### src/rtl/ecall_stat_unit.sv
// ecall service decode (halt/step, display channels) and PC enable.
// Ports: clk/rst, ecall/svc/arg, jump/branch_taken, go, clr, led_sel -> pc_en/halted/led_out/counters.
module ecall_stat_unit #(
  parameter int DATA_W     = 32,
  parameter int NUM_CH     = 4,
  parameter int CNT_W      = 32,
  parameter int HALT_CODE  = 10,
  parameter int PRINT_BASE = 1,
  localparam int SEL_W     = (NUM_CH > 1) ? $clog2(NUM_CH) : 1
) (
  input  logic              clk,
  input  logic              rst,
  input  logic              ecall,
  input  logic [DATA_W-1:0] svc,
  input  logic [DATA_W-1:0] arg,
  input  logic              jump,
  input  logic              branch_taken,
  input  logic              go,
  input  logic              clr,
  input  logic [SEL_W-1:0]  led_sel,
  output logic              pc_en,
  output logic              halted,
  output logic [DATA_W-1:0] led_out,
  output logic [CNT_W-1:0]  cycle_cnt,
  output logic [CNT_W-1:0]  jump_cnt,
  output logic [CNT_W-1:0]  branch_cnt
);

  localparam logic [1:0] RUN  = 2'd0;
  localparam logic [1:0] HALT = 2'd1;
  localparam logic [1:0] STEP = 2'd2;

  logic [1:0] state;
  logic [1:0] state_nx;

  logic g1;
  logic g2;
  logic g3;
  logic go_rise;

  logic halt_req;
  logic [NUM_CH-1:0] wr;
  logic [DATA_W-1:0] ch [NUM_CH];

  // Resume button: two-flop synchroniser plus an edge detector.
  always_ff @(posedge clk or negedge rst) begin
    if (!rst) begin
      g1 <= 1'b0;
      g2 <= 1'b0;
      g3 <= 1'b0;
    end else begin
      g1 <= go;
      g2 <= g1;
      g3 <= g2;
    end
  end

  assign go_rise  = g2 & ~g3;
  assign halt_req = ecall & (svc == DATA_W'(HALT_CODE));

  always_comb begin
    state_nx = state;
    pc_en    = 1'b1;
    case (state)
      RUN: begin
        if (halt_req) begin
          pc_en    = 1'b0;
          state_nx = HALT;
        end
      end
      HALT: begin
        pc_en = 1'b0;
        if (go_rise) state_nx = STEP;
      end
      // The PC advances past the halting ecall here,
      // so halt_req is deliberately not looked at.
      STEP: begin
        pc_en    = 1'b1;
        state_nx = RUN;
      end
      default: begin
        pc_en    = 1'b1;
        state_nx = RUN;
      end
    endcase
  end

  always_ff @(posedge clk or negedge rst) begin
    if (!rst) state <= RUN;
    else      state <= state_nx;
  end

  assign halted = (state == HALT);

  // Display writes only from RUN; one compare per channel.
  always_comb begin
    wr = '0;
    for (int i = 0; i < NUM_CH; i++) begin
      wr[i] = (state == RUN) & ecall &
              (svc == DATA_W'(PRINT_BASE + i));
    end
  end

  always_ff @(posedge clk or negedge rst) begin
    if (!rst) begin
      for (int i = 0; i < NUM_CH; i++) ch[i] <= '0;
    end else begin
      for (int i = 0; i < NUM_CH; i++) begin
        if (wr[i]) ch[i] <= arg;
      end
    end
  end

  // Out-of-range selects fall through to zero.
  always_comb begin
    led_out = '0;
    for (int i = 0; i < NUM_CH; i++) begin
      if (led_sel == SEL_W'(i)) led_out = ch[i];
    end
  end

  function automatic logic [CNT_W-1:0] sat_inc(
    input logic [CNT_W-1:0] v
  );
    return (&v) ? v : v + CNT_W'(1);
  endfunction

  always_ff @(posedge clk or negedge rst) begin
    if (!rst) begin
      cycle_cnt  <= '0;
      jump_cnt   <= '0;
      branch_cnt <= '0;
    end else if (clr) begin
      cycle_cnt  <= '0;
      jump_cnt   <= '0;
      branch_cnt <= '0;
    end else if (pc_en) begin
      cycle_cnt <= sat_inc(cycle_cnt);
      if (jump)         jump_cnt   <= sat_inc(jump_cnt);
      if (branch_taken) branch_cnt <= sat_inc(branch_cnt);
    end
  end

endmodule

### config.mk
export PLATFORM = sky130hd
export DESIGN_NAME = ecall_stat_unit
export DESIGN_NICKNAME = d
export VERILOG_FILES = /design/src/rtl/ecall_stat_unit.sv
export SDC_FILE = /design/constraint.sdc
export NUM_CORES = 1
export LEC_CHECK = 0
export CAP_MARGIN = 20
export CORE_MARGIN = 4
export CORE_UTILIZATION = 57
export DETAILED_ROUTE_END_ITERATION = 8
export PLACE_DENSITY = 0.94
export SETUP_SLACK_MARGIN = 0.3
export SLEW_MARGIN = 5
export SYNTH_ARGS = -nofsm -noshare
export SYNTH_HDL_FRONTEND = slang
export SYNTH_SLANG_ARGS = --single-unit
### constraint.sdc
create_clock -name clk -period 4.3 [get_ports clk]
set_clock_uncertainty 0.2 [all_clocks]
set_input_delay 0.43 -clock clk [delete_from_list [all_inputs] [get_ports clk]]
set_output_delay 0.43 -clock clk [all_outputs]
set_load 0.01 [all_outputs]
==> flow_metrics.py, run 1 <==
metrics = {
    "synth": {
        "ys_seq_area_share_pct": 52.3,
        "syn_nets": 995,
        "synth_top_cell_by_area": "dfrtp_1",
        "yosysUniqueCellTypes": 50,
        "netlist_instances": 919,
        "ys.flop_type": "dfrtp_1",
        "syn-cell-area_um2": 11000,
        "synth.avg_cell_area_um2": 11.9,
        "synth-seq-cells": 229,
        "async_reset_ff_share_pct": 100,
        "synth_top_area_share_pct": 52.3,
        "yosysWarnings": 0,
        "synth_area_leaders": "dfrtp_1, mux2_2, mux4_2, xnor2_1, nor2_1",
        "synth_edf_count": 0,
    },
    "min_path": {
        "hold_path.class": "input port to register",
        "whs_path_depth": 2,
    },
    "die": {
        "start_util_pct": 58.2,
        "coreArea_um2": 18800,
        "ios": 203,
        "rows": 50,
        "dieHeight_um": 147,
        "dieArea_um2": 21500,
        "die_w_um": 147,
    },
    "timing": {
        "holdWs_ns": 0.121,
        "final.setup.tns_ns": 0,
        "slew_viol_final": 0,
        "setup_viol": 0,
        "period_needed_ns": 3.33,
        "max_slew.worst_pin.slew_ns": 0.887,
        "max_freq_ghz": 0.300,
        "hold_violations": 0,
        "rsz0062_at_grt": "false",
        "timing.final.crit_share_pct": 77.4,
        "relSlewSlack_pct": 40.9,
    },
    "clock_network": {
        "cts_resized": 0,
        "clk_pin_slew_ns": 0.06,
        "clockBufferDepth": 3,
        "post_cts_buffers": 0,
        "clk-insertion-delay-late_ns": 0.51,
        "cts.sinks": 229,
        "hold_buffers": 1,
        "ctsRootBufferMaster": "clkbuf_16",
        "cts_max_level": 1,
        "cts_buffers": 25,
        "tritoncts": "done",
    },
    "finish": {
        "final_area_um2": 14200,
        "diodes": 0,
        "drive_above_1_share_pct": 20.4,
        "final_common_cell": "dfrtp_1",
        "layout_common_cells": "dfrtp_1, clkdlybuf4s50_1, mux2_2, nor2_1, xnor2_1",
        "final_nets": 1192,
        "layout-area-overhead-vs-synth_pct": 29.4,
    },
    "critical_path": {
        "endpoint_kind": "output port",
        "crit_path_top_delay_cell": "clkdlybuf4s50_1",
        "crit_required_ns": 3.67,
        "arrival_ns": 2.70,
        "worstSetupPathDepth": 6,
        "startpoint_type": "input port",
        "reg2regPathDepth": 7,
        "crit_path_max_incr_delay_ns": 0.53,
        "worst-path-max-fanout": 4,
        "critical_path.cell_chain": "clkdlybuf4s50_1 > nor4b_1 > nand4_1 > o31ai_4 > inv_1 > clkdlybuf4s50_1",
        "path_common_cell": "clkdlybuf4s50_1",
        "cp_top_family": "buffers and inverters",
        "path_class": "input port to output port",
        "cp_num_buf_inv": 3,
    },
    "global_route": {
        "grt-ovfl-total": 0,
        "gr-max-usage-layer": "met2",
        "first_global_vias": 8698,
        "grt_use_met3_pct": 7.11,
        "met1_usage_pct": 32.3,
        "grt_max_degree": 114,
        "antenna_found_initial": 0,
        "use_met2_pct": 45.0,
        "grt_pass1_wl_mm": 45.9,
        "grt_use_total_pct": 26.1,
    },
    "pwr": {
        "power_frac_seq_pct": 45.3,
        "clockPowerShare_pct": 49.3,
        "p_int_mw": 3.81,
        "combPwrFrac_pct": 5.4,
        "power.leakage_nw": 6.07,
        "power_switching_share_pct": 20.8,
        "switchingPower_uw": 1000,
        "power_density_nw_per_um2": 339,
        "ir_drop_mv": 0.307,
    },
    "placement": {
        "placed_area_um2": 13300,
        "routabilityCongestion": 0.863,
        "dp_hpwl_mm": 19.1,
        "numPortBuffers": 202,
    },
    "routing": {
        "firstDrtPassIters": 5,
        "drt-initial-drc-count": 603,
        "vias": 8389,
        "wl_mm": 28.4,
        "wl_per_cell_um": 20.4,
        "ant_nets": 0,
        "vias_per_cell": 6.03,
        "drc": 0,
    },
    "outcome": {
        "outcome": "complete, no violations",
    },
    "run": {
        "maxCapViolCount": 0,
    },
}
[final timing paths]
kind | start | to | slack [ns]
max | svc[27] | pc_en | 0.97
min | clr | jump_cnt[18]$_DFFE_PN0P_ | 0.12
max reg2reg | cycle_cnt[0]$_DFFE_PN0P_ | cycle_cnt[19]$_DFFE_PN0P_ | 1.19
min reg2reg | g1$_DFF_PN0_ | g2$_DFF_PN0_ | 0.17
max in group asynchronous | rst | ch[71]$_DFFE_PN0P_ | 2.60
min in group asynchronous | rst | jump_cnt[18]$_DFFE_PN0P_ | 0.33
[cells in the mapped netlist, drive strengths merged (2+ instances only)]
library cell    n
and3           11
nor3b           2
mux2          129
mux2i           2
nand3b          4
o21ai          11
or4b            2
nor2b           2
nor4           39
nand2          36
or2             5
a21oi          14
ha              3
or4             5
and4            5
inv             9
nor2           98
nand2b          2
buf            22
mux4           32
nor4b           2
dfrtp         229
nand4          34
o31ai           6
xnor2          62
clkbuf         28
a31oi           2
xor2           16
nand3          46
and2            3
nor3           38
or3            12
[kinds of logic (layout without fill, tap and decap cells)]
group / count (synthesis) / after routing / synth area share, %
fa+ha+maj: 3 / 3 / 0.342
xor+xnor: 78 / 78 / 6.23
compound gates: 38 / 38 / 2.17
mux: 163 / 163 / 20.0
buf+inv: 59 / 272 / 2.25
flops: 229 / 229 / 52.3
simple gates: 349 / 349 / 16.7
[layer usage]
metal  part of all wire (%)  vias up
li1                       -     3745
met1                     38     4183
met2                     50      395
met3                    9.1       66
met4                    2.6        0
met5                      0        -
[state kept, by name (all words and copies together) (netlist names)]
signal and count:
g3 1, ch 128, branch_cnt 32, state 2, cycle_cnt 32, g2 1
g1 1, jump_cnt 32
[metrics by stage]
stage          setup WS (ns)  total power, mW  utilization, %  cells
2_1_floorplan           1.88             2.31               -    919
3_3_place_gp           0.883             2.47            70.4   1348
3_5_place_dp           0.850             2.48            70.4   1348
4_1_cts                0.943             4.85            75.3   1392
5_1_grt                0.822             4.96            75.3   1392
6_report               0.971             4.81            75.3   1392
[power groups by stage]
stage | registers [mW] | clock network [mW] | logic, mW
after floorplan | 2.22 | 0 | 0.0851
after global placement | 2.22 | 0 | 0.253
after detailed placement | 2.22 | 0 | 0.261
after CTS | 2.18 | 2.40 | 0.264
after global routing | 2.18 | 2.49 | 0.284
final | 2.18 | 2.37 | 0.260
[cell type report]
cell class | count | area (µm²)
repair buffers | 220 | 2180
well taps | 260 | 325
inverters | 9 | 33.8
clock buffers | 34 | 689
fillers | 1127 | 4650
flip-flops and latches | 229 | 5730
multi-input cells | 631 | 5000
clock inverters | 9 | 220
(Power assumes the default switching activity.)
==> run 2: changes to the inputs <==
--- a/config.mk
+++ b/config.mk
@@ -7,9 +7,9 @@
 export LEC_CHECK = 0
 export CAP_MARGIN = 20
 export CORE_MARGIN = 4
-export CORE_UTILIZATION = 57
+export CORE_UTILIZATION = 53
 export DETAILED_ROUTE_END_ITERATION = 8
-export PLACE_DENSITY = 0.94
+export PLACE_DENSITY = 0.89
 export SETUP_SLACK_MARGIN = 0.3
 export SLEW_MARGIN = 5
 export SYNTH_ARGS = -nofsm -noshare
==> constraint.sdc (replaced) <==
create_clock -name clk -period 3.23 [get_ports clk]
set_clock_uncertainty 0.2 [all_clocks]
set_input_delay 0.323 -clock clk [delete_from_list [all_inputs] [get_ports clk]]
set_output_delay 0.323 -clock clk [all_outputs]
set_load 0.01 [all_outputs]
==> flow_metrics.py, run 2 (synthesized netlist as in run 1, its figures left out) <==
metrics = {
    "outcome": {
        "outcome": "complete, no violations",
    },
    "critical_path": {
        "r2r_slack_ns": 0.47,
        "arrival_ns": 2.96,
        "crit_required_ns": 3.43,
        "path_class": "register to register",
        "startpoint_type": "register",
        "endpoint_kind": "register",
        "worst-path-max-fanout": 32,
    },
    "finish": {
        "final-instance-count-excl-fill": 1420,
        "n_fill_cell": 1374,
        "layout-area-overhead-vs-synth_pct": 30.4,
        "final_common_cell": "dfrtp_1",
        "diodes": 0,
        "largest_reg_flops": 128,
        "drive_above_1_share_pct": 22.1,
        "regMostFlops": "ch",
        "final_nets": 1208,
        "layout_common_cells": "dfrtp_1, clkdlybuf4s50_1, mux2_2, nor2_1, xnor2_1",
    },
    "routing": {
        "vias": 8496,
        "vias_per_cell": 5.98,
        "wl_per_cell_um": 20.1,
        "drc": 0,
        "wl_mm": 28.6,
        "firstDrtPassIters": 5,
        "drt-initial-drc-count": 562,
        "ant_nets": 0,
    },
    "clock_network": {
        "clockBufferDepth": 3,
        "cts_max_level": 1,
        "ctsRootBufferMaster": "clkbuf_16",
        "cts_buffers": 24,
        "clk-insertion-delay-late_ns": 0.52,
        "clk_pin_slew_ns": 0.06,
        "cts.sinks": 229,
        "tritoncts": "done",
    },
    "timing": {
        "rsz0062_at_grt": "false",
        "max_slew.worst_pin.slew_ns": 0.757,
        "final.setup.tns_ns": 0,
        "hold_violations": 0,
        "timing.final.crit_share_pct": 85.5,
        "relSlewSlack_pct": 49.5,
        "setup_viol": 0,
        "max_freq_ghz": 0.362,
        "slew_viol_final": 0,
        "period_needed_ns": 2.76,
    },
    "placement": {
        "routabilityCongestion": 0.867,
        "dp_hpwl_mm": 19.2,
        "numPortBuffers": 202,
        "dp.cells": 1369,
    },
    "die": {
        "ios": 203,
        "dieArea_um2": 23000,
        "start_util_pct": 54.0,
        "dieHeight_um": 152,
        "rows": 52,
        "coreArea_um2": 20300,
        "die_w_um": 152,
    },
    "global_route": {
        "grt-ovfl-total": 0,
        "grt_max_degree": 86,
        "grt_pass1_wl_mm": 46.5,
        "grt_use_total_pct": 24.4,
        "first_global_vias": 8720,
        "antenna_found_initial": 2,
    },
    "pwr": {
        "power.leakage_nw": 6.15,
        "power_density_nw_per_um2": 419,
        "ir_drop_mv": 0.421,
    },
    "min_path": {
        "hold_path.class": "input port to register",
    },
    "run": {
        "maxCapViolCount": 0,
    },
}
run 2: changes by cell type in the layout (fill, tap and decap cells not counted), sizes merged:
cell / delta
buf: +17
bufbuf: +1
bufinv: -7
clkbuf: +3
clkdlybuf4s50: -1
clkinv: +4
clkinvlp: +1
run 2: worst max-delay path: stages, from the launching register on:
cell,delay [ns]
dfrtp_1,0.44
nor4_2,0.16
buf_4,0.18
nand4_1,0.19
buf_4,0.20
buf_4,0.14
nor4_4,0.29
buf_4,0.18
nand3b_1,0.12
buf_12,0.22
mux2_2,0.30
run 2: path summary, 6_finish.rpt:
check | start | endpoint | depth (start not counted)
max in group asynchronous | rst | ch[67]$_DFFE_PN0P_ | 3
min reg2reg | g1$_DFF_PN0_ | g2$_DFF_PN0_ | 0
min in group asynchronous | rst | jump_cnt[19]$_DFFE_PN0P_ | 2
max reg2reg | state[1]$_DFFE_PN0P_ | ch[73]$_DFFE_PN0P_ | 10
max | state[1]$_DFFE_PN0P_ | ch[73]$_DFFE_PN0P_ | 10
min | go | g1$_DFF_PN0_ | 1
run 2: metal layers:
layer	share of wire (%)	global-route usage (%)
met5	0.094	0
met3	9.9	7.17
met2	49	41.0
met4	2.1	5.91
met1	39	31.4
run 2: per-stage QoR:
step	hold slack (ns)	setup WS [ns]	cell area [µm²]	power, mW	utilization (%)
finish	0.0552	0.469	14300	6.00	70.4
global route	0.0302	0.350	14300	6.21	70.4
global placement	0.137	0.219	13400	3.30	66.0
floorplan	-0.173	0.850	11000	3.07	-
CTS	0.0315	0.288	14300	6.05	70.4
detailed placement	0.140	0.102	13400	3.32	66.0
run 2: what timing repair did:
action                                  4_1_cts  5_1_grt
gates cloned                                  1        0
hold buffers                                  1        0
buffers inserted                              5        0
endpoints found under the setup margin        1      102
pin swaps                                     2        3
resized for setup                             5        2
endpoints found under the hold margin        83        0
run 2: final cells by class:
| class | instances | area (µm²) | area share, % |
|---|---|---|---|
| flip-flops and latches | 229 | 5730 | 40.1 |
| repair buffers | 237 | 2380 | 16.6 |
| inverters | 9 | 33.8 | 0.236 |
| multi-input cells | 631 | 5020 | 35.1 |
| clock buffers | 37 | 761 | 5.32 |
| clock inverters | 7 | 37.5 | 0.263 |
| well taps | 270 | 338 | 2.36 |
run 2: where the power goes:
group,total [mW],internal [mW],leakage [nW],switching (mW)
sequential,2.90,2.88,3.19,0.0205
combinational,0.360,0.162,2.56,0.198
clock,2.73,1.62,0.400,1.12
==> run 3: changes to the inputs <==
--- a/config.mk
+++ b/config.mk
@@ -9,7 +9,7 @@
 export CORE_MARGIN = 4
 export CORE_UTILIZATION = 53
 export DETAILED_ROUTE_END_ITERATION = 8
-export PLACE_DENSITY = 0.89
+export PLACE_DENSITY = 0.81
 export SETUP_SLACK_MARGIN = 0.3
 export SLEW_MARGIN = 5
 export SYNTH_ARGS = -nofsm -noshare
==> flow_metrics.py, run 3 (synthesized netlist as in run 1, its figures left out) <==
metrics = {
    "outcome": {
        "outcome": "complete, no violations",
    },
    "pwr": {
        "clockPowerShare_pct": 46.5,
        "power.leakage_nw": 6.15,
        "power_density_nw_per_um2": 426,
        "combPwrFrac_pct": 5.9,
        "switchingPower_mw": 1.34,
        "power_switching_share_pct": 21.9,
        "p_total_mw": 6.10,
        "p_int_mw": 4.76,
        "power_frac_seq_pct": 47.6,
        "ir_drop_mv": 0.452,
    },
    "placement": {
        "dp.cells": 1376,
        "routabilityCongestion": 0.868,
        "dp_hpwl_mm": 18.5,
        "numPortBuffers": 202,
    },
    "run": {
        "maxCapViolCount": 0,
    },
    "critical_path": {
        "endpoint": "pc_en",
        "reg2regPathDepth": 7,
        "crit_path_top_delay_cell": "dfrtp_1",
        "arrival_ns": 2.33,
        "worst-path-max-fanout": 4,
        "critical_path.cell_chain": "nor4_2 > buf_4 > nand4_1 > buf_4 > o31ai_4 > inv_1 > dlygate4sd2_1",
        "worstSetupPathDepth": 7,
        "cp_num_buf_inv": 4,
        "worst_r2r_endpoint": "cycle_cnt[19]$_DFFE_PN0P_",
        "startpoint": "state[1]$_DFFE_PN0P_",
        "r2r_start": "cycle_cnt[0]$_DFFE_PN0P_",
        "endpoint_kind": "output port",
        "path_common_cell": "buf_4",
        "r2r_slack_ns": 0.51,
        "startpoint_type": "register",
        "cp_top_family": "buffers and inverters",
        "crit_path_max_incr_delay_ns": 0.42,
        "path_class": "register to output port",
        "crit_required_ns": 2.71,
    },
    "routing": {
        "vias": 8257,
        "ant_nets": 0,
        "drc": 0,
        "drt-initial-drc-count": 472,
        "firstDrtPassIters": 5,
        "wl_per_cell_um": 19.0,
        "vias_per_cell": 5.81,
        "wl_mm": 27.0,
    },
    "finish": {
        "layout-area-overhead-vs-synth_pct": 30.8,
        "final-instance-count-excl-fill": 1420,
        "final_nets": 1210,
        "seq_area_um2": 5730,
        "regMostFlops": "ch",
        "multi_input_comb_area_um2": 5030,
        "n_fill_cell": 1443,
        "largest_reg_flops": 128,
        "layout_common_cells": "dfrtp_1, clkdlybuf4s50_1, mux2_2, nor2_1, xnor2_1",
        "drive_above_1_share_pct": 21.9,
        "final_common_cell": "dfrtp_1",
        "diodes": 0,
    },
    "clock_network": {
        "clk-insertion-delay-late_ns": 0.52,
        "clk_pin_slew_ns": 0.06,
        "ctsRootBufferMaster": "clkbuf_16",
        "cts.sinks": 229,
        "clockBufferDepth": 3,
        "cts_buffers": 25,
        "post_cts_buffers": 0,
        "cts_max_level": 1,
        "tritoncts": "done",
    },
    "timing": {
        "final.setup.tns_ns": 0,
        "timing.final.crit_share_pct": 88.4,
        "setup_viol": 0,
        "period_needed_ns": 2.85,
        "relSlewSlack_pct": 47.7,
        "rsz0062_at_grt": "true",
        "max_freq_ghz": 0.350,
        "holdWs_ns": 0.0388,
        "max_slew.worst_pin.slew_ns": 0.785,
        "slew_viol_final": 0,
        "hold_violations": 0,
    },
    "die": {
        "start_util_pct": 54.0,
        "rows": 52,
        "dieArea_um2": 23000,
        "die_w_um": 152,
        "coreArea_um2": 20300,
        "dieHeight_um": 152,
        "ios": 203,
    },
    "min_path": {
        "hold_path.class": "input port to register",
    },
    "global_route": {
        "grt_pass1_wl_mm": 44.0,
        "first_global_vias": 8316,
        "grt-ovfl-total": 0,
        "grt_max_degree": 82,
        "grt_use_total_pct": 22.8,
        "antenna_found_initial": 1,
    },
}
## run 3: metal layers
metal  vias up  wire length, µm  GRT usage (%)
met5         -               13              0
met1      4164            11000           30.0
met4         2              418           4.62
li1       3763                -              -
met2       287            13100           38.1
met3        41             2420           6.88
## run 3: cell type report
type / instances / area share, %
clock inverters: 6 / 0.585
repair buffers: 238 / 16.7
flip-flops and latches: 229 / 40.0
inverters: 9 / 0.236
well taps: 270 / 2.36
clock buffers: 37 / 5.10
multi-input cells: 631 / 35.1
## run 3: worst min-delay path by stage
| stage | from | cells past startpoint | endpoint | slack, ns |
|---|---|---|---|---|
| floorplan | rst | 0 | branch_cnt[0]$_DFFE_PN0P_ | -0.17 |
| global placement | rst | 1 | jump_cnt[17]$_DFFE_PN0P_ | 0.14 |
| detailed placement | g1$_DFF_PN0_ | 0 | g2$_DFF_PN0_ | 0.14 |
| CTS | go | 1 | g1$_DFF_PN0_ | 0.02 |
| global route | go | 1 | g1$_DFF_PN0_ | 0.03 |
| finish | go | 1 | g1$_DFF_PN0_ | 0.04 |
## run 3: power groups by stage
stage	sequential [mW]	combinational, mW	clock, mW
2_1_floorplan	2.96	0.113	0
4_1_cts	2.90	0.364	2.90
6_report	2.90	0.359	2.84
3_3_place_gp	2.96	0.357	0
5_1_grt	2.91	0.396	3.02
3_5_place_dp	2.96	0.361	0
## run 3: what timing repair did
| item | 4_1_cts | 5_1_grt |
|---|---|---|
| endpoints found under the hold margin | 77 | 0 |
| resized for setup | 3 | 2 |
| endpoints found under the setup margin | 1 | 3 |
| cloned | 0 | 0 |
| hold buffers | 1 | 0 |
## run 3: per-stage QoR
step | util, % | setup WS, ns | area (µm²)
detailed placement | 66.4 | -0.0587 | 13500
finish | 70.6 | 0.376 | 14300
global placement | 66.4 | -0.0110 | 13500
CTS | 70.5 | 0.322 | 14300
floorplan | - | 0.850 | 11000
global route | 70.6 | 0.276 | 14300
